`src/rtl/fifo_reader_ctrl_pkg.sv`:
```
// Shared definitions for the FIFO read-side controller.
// Holds the controller state encoding and the default word and counter widths.
package fifo_reader_ctrl_pkg;

    localparam int DEFAULT_BW    = 4;
    localparam int DEFAULT_CNT_W = 8;

    typedef enum logic [1:0] {
        ST_IDLE  = 2'd0,
        ST_RUN   = 2'd1,
        ST_PAUSE = 2'd2,
        ST_ERROR = 2'd3
    } state_e;

endpackage : fifo_reader_ctrl_pkg

```
`src/rtl/fifo_reader_ctrl.sv`:
```
// Drains a source FIFO into a destination FIFO, absorbing the one-cycle source read
// latency, honouring destination back-pressure and latching a sticky error on overflow.
module fifo_reader_ctrl
    import fifo_reader_ctrl_pkg::*;
#(
    parameter int BW    = DEFAULT_BW,
    parameter int CNT_W = DEFAULT_CNT_W
) (
    input  logic             clk,
    input  logic             reset_L,
    input  logic             reader_en,
    input  logic             src_empty,
    input  logic [BW-1:0]    src_data_out,
    input  logic             src_error,
    output logic             src_rd,
    input  logic             dst_full,
    input  logic             dst_almost_full,
    output logic             dst_wr,
    output logic [BW-1:0]    dst_data_in,
    output logic [CNT_W-1:0] word_count,
    output logic             reader_idle,
    output logic             error_output
);

    state_e           state_q, state_d;
    logic             in_flight_q, in_flight_d;
    logic             dst_wr_q, dst_wr_d;
    logic [BW-1:0]    dst_data_q, dst_data_d;
    logic [CNT_W-1:0] word_count_q, word_count_d;
    logic             error_q, error_d;
    logic             error_event;

    // An in-flight word that meets a full destination cannot be parked anywhere, so it is lost.
    assign error_event = (in_flight_q & dst_full) | src_error;

    always_ff @(posedge clk) begin
        if (!reset_L) begin
            state_q <= ST_IDLE;
        end else begin
            state_q <= state_d;
        end
    end

    always_comb begin
        state_d = state_q;
        if (error_event) begin
            state_d = ST_ERROR;
        end else begin
            case (state_q)
                ST_IDLE: begin
                    if (reader_en) begin
                        state_d = ST_RUN;
                    end
                end
                ST_RUN: begin
                    if (!reader_en) begin
                        state_d = ST_IDLE;
                    end else if (dst_almost_full) begin
                        state_d = ST_PAUSE;
                    end
                end
                ST_PAUSE: begin
                    if (!reader_en) begin
                        state_d = ST_IDLE;
                    end else if (!dst_almost_full) begin
                        state_d = ST_RUN;
                    end
                end
                default: begin
                    state_d = ST_ERROR;
                end
            endcase
        end
    end

    // Reads are also suppressed in the cycle an error is detected so no further word is lost.
    always_comb begin
        src_rd      = (state_q == ST_RUN) & reader_en & ~src_empty & ~dst_almost_full
                    & ~error_event;
        reader_idle = (state_q == ST_IDLE) & ~in_flight_q & ~dst_wr_q;
    end

    always_comb begin
        in_flight_d  = src_rd;
        dst_wr_d     = in_flight_q & ~error_event & (state_q != ST_ERROR);
        dst_data_d   = dst_wr_d ? src_data_out : dst_data_q;
        word_count_d = dst_wr_q ? word_count_q + CNT_W'(1) : word_count_q;
        error_d      = error_q | error_event;
    end

    always_ff @(posedge clk) begin
        if (!reset_L) begin
            in_flight_q  <= 1'b0;
            dst_wr_q     <= 1'b0;
            dst_data_q   <= '0;
            word_count_q <= '0;
            error_q      <= 1'b0;
        end else begin
            in_flight_q  <= in_flight_d;
            dst_wr_q     <= dst_wr_d;
            dst_data_q   <= dst_data_d;
            word_count_q <= word_count_d;
            error_q      <= error_d;
        end
    end

    assign dst_wr       = dst_wr_q;
    assign dst_data_in  = dst_data_q;
    assign word_count   = word_count_q;
    assign error_output = error_q;

endmodule : fifo_reader_ctrl

```
`config.mk`:
```
export PLATFORM = sky130hd
export DESIGN_NAME = fifo_reader_ctrl
export DESIGN_NICKNAME = d
export VERILOG_FILES = /design/src/rtl/fifo_reader_ctrl_pkg.sv /design/src/rtl/fifo_reader_ctrl.sv
export SDC_FILE = /design/constraint.sdc
export NUM_CORES = 1
export LEC_CHECK = 0
export BUFFER_PORTS_ARGS = -buffer_cell sky130_fd_sc_hd__buf_2
export CAP_MARGIN = 10
export CORE_ASPECT_RATIO = 1.1
export CORE_MARGIN = 5
export CORE_UTILIZATION = 45
export DETAILED_ROUTE_END_ITERATION = 7
export PLACE_DENSITY = 0.78
export SYNTH_ARGS = -nofsm -noshare
export SYNTH_HDL_FRONTEND = slang
export SYNTH_SLANG_ARGS = --single-unit
```
`constraint.sdc`:
```
create_clock -name clk -period 1.54 [get_ports clk]
set_input_delay 0.154 -clock clk [delete_from_list [all_inputs] [get_ports clk]]
set_output_delay 0.154 -clock clk [all_outputs]
set_load 0.03 [all_outputs]
```
==> out/qor_table.md <==
| Metric | Value | Unit |
|---|---|---|
| Run status | finished, final reports clean | - |
| Syn Nets | 90 | - |
| Fraction of layout cells with a size suffix above 1 | 0.340 | - |
| Clock edge transition at the registers on the reported setup and hold paths | 0.10 | ns |
| Average cell area after synthesis | 9.29 | um^2 |
| Routed via count | 648 | - |
| Final number of hold-violating endpoints | 0 | - |
| Most common cell after layout, fill and taps aside | sky130_fd_sc_hd__buf_2 | - |
| Worst path setup slack after routing | 0.0764 | ns |
| Number of sinks driven by the clock tree | 17 | - |
| Die extent in y | 52.1 | um |
| Final wirelength | 1500 | um |
| Worst slack on hold paths | 0.0950 | ns |
| Largest voltage drop on the vdd net | 0.000619 | V |
| Clk_lat worst skew | 0.29 | ns |
| Final #Nets | 119 | - |
| Gate count after technology mapping | 78 | - |
| Clock buffer count from CTS | 3 | - |
| Start-to-end type of the worst setup path | flip-flop to output port | - |
| Largest net degree at the start of global routing | 12 | - |
| Worst min path class | primary input to flip-flop | - |
| Number of global-route vias before repair | 646 | - |
| Quantity of hold-fixing buffers added after cts | 0 | - |
| Highest clock rate | 683 | MHz |
| Pre-CTS WS | 0.228 | ns |
| Final setup violation count | 0 | - |
| Fraction of the yosys area taken by sequential cells | 0.470 | - |
| Number of input and output port buffers inserted | 26 | - |
| Cell type contributing the most total cell area after synthesis | sky130_fd_sc_hd__dfxtp_1 | - |
| Standard-cell rows | 15 | - |
| GR Overflow Total | 0 | - |
| Warning count from the yosys run | 0 | - |
| Routed wirelength normalized by instance count | 12.2 | um |
| Max Cap Viol | 0 | - |
| Slack of the worst reg-to-reg path | 0.19 | ns |
| Total chip power | 756 | uW |
| Top library cells by usage in the layout, fill and taps aside | sky130_fd_sc_hd__buf_2, sky130_fd_sc_hd__dfxtp_1, sky130_fd_sc_hd__nand2_1 | - |
| Global placement routability congestion | 0.735 | - |
| Root buffer selected by CTS | sky130_fd_sc_hd__clkbuf_4 | - |
| Yosys reg bits | 17 | - |
| End of the worst register-to-register path | word_count[6]$_SDFFE_PN0P_ | - |
| Global-route wire length before repair | 2630 | um |
| Category of the worst setup path capture point | output port | - |
| Resized cells post-CTS | 0 | - |
| Period Utilization, post-route | 0.950 | - |
| Clock Tree Buf Depth | 2 | - |
| Critical path arrival | 1.31 | ns |
| Half-perimeter wire length of the detailed placement result | 1150 | um |
| Maximum level of the CTS H-tree | 1 | - |
| Count of fill cells added during filler insertion | 151 | - |
| TNS Setup | 0 | ns |
| Detailed-routing iteration count for the pre-antenna-repair pass | 3 | - |
| Effective utilization at floorplan | 0.465 | - |
| ANT nets after route | 0 | - |
| Area fraction of the dominant cell type after synthesis | 0.470 | - |
| Die width | 48.3 | um |
| Slew headroom | 0.654 | - |
| Worst-margin pin slew | 0.518 | ns |
| CTS tree | yes | - |
| Number of DRC markers after the initial detailed-route iteration | 4 | - |
| Start of the worst register-to-register path | word_count[0]$_SDFFE_PN0P_ | - |
| Worst Path Max Fanout | 6 | - |
| Final antenna diode count | 0 | - |
| Crit path to | src_rd | - |
| Number of antenna violations at the first check in global routing | 0 | - |
| Tmin final | 1.46 | ns |
| Post-DR vias/cell | 5.27 | - |
| Full die area | 2510 | um^2 |
| Critical Path Source Type | flip-flop | - |
| Unique cell type count in the Yosys netlist | 27 | - |
| Worst reg-to-reg path cell count | 4 | - |
| GRT Util Overall | 0.142 | - |
| Area added between synthesis and finish | 24.5 | % |
| Number of pins with negative max-slew slack in the final report | 0 | - |
| I/O pin cnt | 27 | - |
| Post-CTS repair timing setup buffer count | 0 | - |
| RSZ-0062 raised after global routing | no | - |
| DRC violation count after routing | 0 | - |
| Synth area leaders | sky130_fd_sc_hd__dfxtp_1, sky130_fd_sc_hd__mux2i_1, sky130_fd_sc_hd__nand2_1 | - |
| Startpoint of the worst hold path | src_data_out[1] | - |
| Final Skew | 0.00770 | ns |
| Power per unit of standard cell area | 838 | nW/um^2 |
| Leakage power figure | 0.000402 | uW |
| Placeable Area | 1560 | um^2 |
| Worst path required time | 1.39 | ns |
| Startpoint of the most critical setup path | state_q[1]$_SDFFE_PN0P_ | - |
| Synth Cell Area | 724 | um^2 |
==> logic make-up after synthesis <==
logic type	after synthesis	synth area share
XOR/XNOR	4	0.0484
flip-flops	17	0.470
buffers and inverters	5	0.0311
adder cells (fa/ha/maj)	1	0.0173
AND/OR/NAND/NOR	32	0.219
multiplexers	5	0.0691
AO/OA/AOI/OAI	14	0.145
==> critical path, stage by stage, from the launching register on <==
cell,delay [ns]
sky130_fd_sc_hd__dfxtp_1,0.40
sky130_fd_sc_hd__nor3_1,0.19
sky130_fd_sc_hd__and4_2,0.25
sky130_fd_sc_hd__buf_2,0.19
==> area by class of cell <==
type / count / area (um^2) / area share
multi-input combinational: 56 / 368 / 0.408
sequential: 17 / 340 / 0.377
timing repair buffer: 27 / 138 / 0.153
clock buffer: 3 / 22.5 / 0.0250
tap: 17 / 21.3 / 0.0236
inverter: 2 / 7.51 / 0.00832
clock inverter: 1 / 5.00 / 0.00555
==> worst min path at each step <==
stage,endpoint,slack [ns],cells after the start
final,dst_data_in[1]$_SDFFE_PN0P_,0.1,3
after global routing,dst_data_in[1]$_SDFFE_PN0P_,0.11,3
after CTS,dst_data_in[1]$_SDFFE_PN0P_,0.09,3
after detailed placement,dst_data_in[2]$_SDFFE_PN0P_,0.41,3
after global placement,dst_data_in[1]$_SDFFE_PN0P_,0.40,3
after floorplan,word_count[5]$_SDFFE_PN0P_,0.28,2
==> Yosys cell counts <==
cell,number
sky130_fd_sc_hd__a2111oi_4,1
sky130_fd_sc_hd__a21o_1,1
sky130_fd_sc_hd__a21oi_1,5
sky130_fd_sc_hd__a221oi_1,1
sky130_fd_sc_hd__a31oi_1,1
sky130_fd_sc_hd__and2_1,1
sky130_fd_sc_hd__and2_2,1
sky130_fd_sc_hd__and4_2,1
sky130_fd_sc_hd__buf_4,1
sky130_fd_sc_hd__clkbuf_1,2
sky130_fd_sc_hd__dfxtp_1,17
sky130_fd_sc_hd__ha_1,1
sky130_fd_sc_hd__inv_1,2
sky130_fd_sc_hd__mux2i_1,5
sky130_fd_sc_hd__nand2_1,12
sky130_fd_sc_hd__nand4_1,2
sky130_fd_sc_hd__nand4_2,1
sky130_fd_sc_hd__nor2_1,9
sky130_fd_sc_hd__nor3_1,1
sky130_fd_sc_hd__nor4_1,1
sky130_fd_sc_hd__o21a_1,1
sky130_fd_sc_hd__o21ai_0,3
sky130_fd_sc_hd__o31ai_1,1
sky130_fd_sc_hd__or3_1,2
sky130_fd_sc_hd__or4_1,1
sky130_fd_sc_hd__xnor2_1,1
sky130_fd_sc_hd__xor2_1,3
==> flip-flops by register name, summed over array words and instances (netlist names) <==
name          flops
dst_data_in       4
dst_wr            1
error_output      1
in_flight_q       1
state_q           2
word_count        8
==> per-stage QoR <==
step	instances	cell area [um^2]	util
final	123	902	0.579
after global routing	123	902	0.579
after CTS	123	902	0.579
after detailed placement	119	875	0.561
after global placement	119	875	0.561
after floorplan	78	731	-
==> layer usage <==
layer  up-vias  global-route usage  share of wire
met3         4              0.0415          0.043
met5         -                   0              0
met1       305               0.161           0.43
met2        13               0.239           0.52
met4         0              0.0538          0.011
li1        326                   -              -
==> report_power, final <==
group / internal [uW] / switching, uW
Clock: 96.6 / 143
Sequential: 446 / 10.4
Combinational: 24.7 / 35.9
Total: 567 / 189
Power figures use the tool's default switching activity.
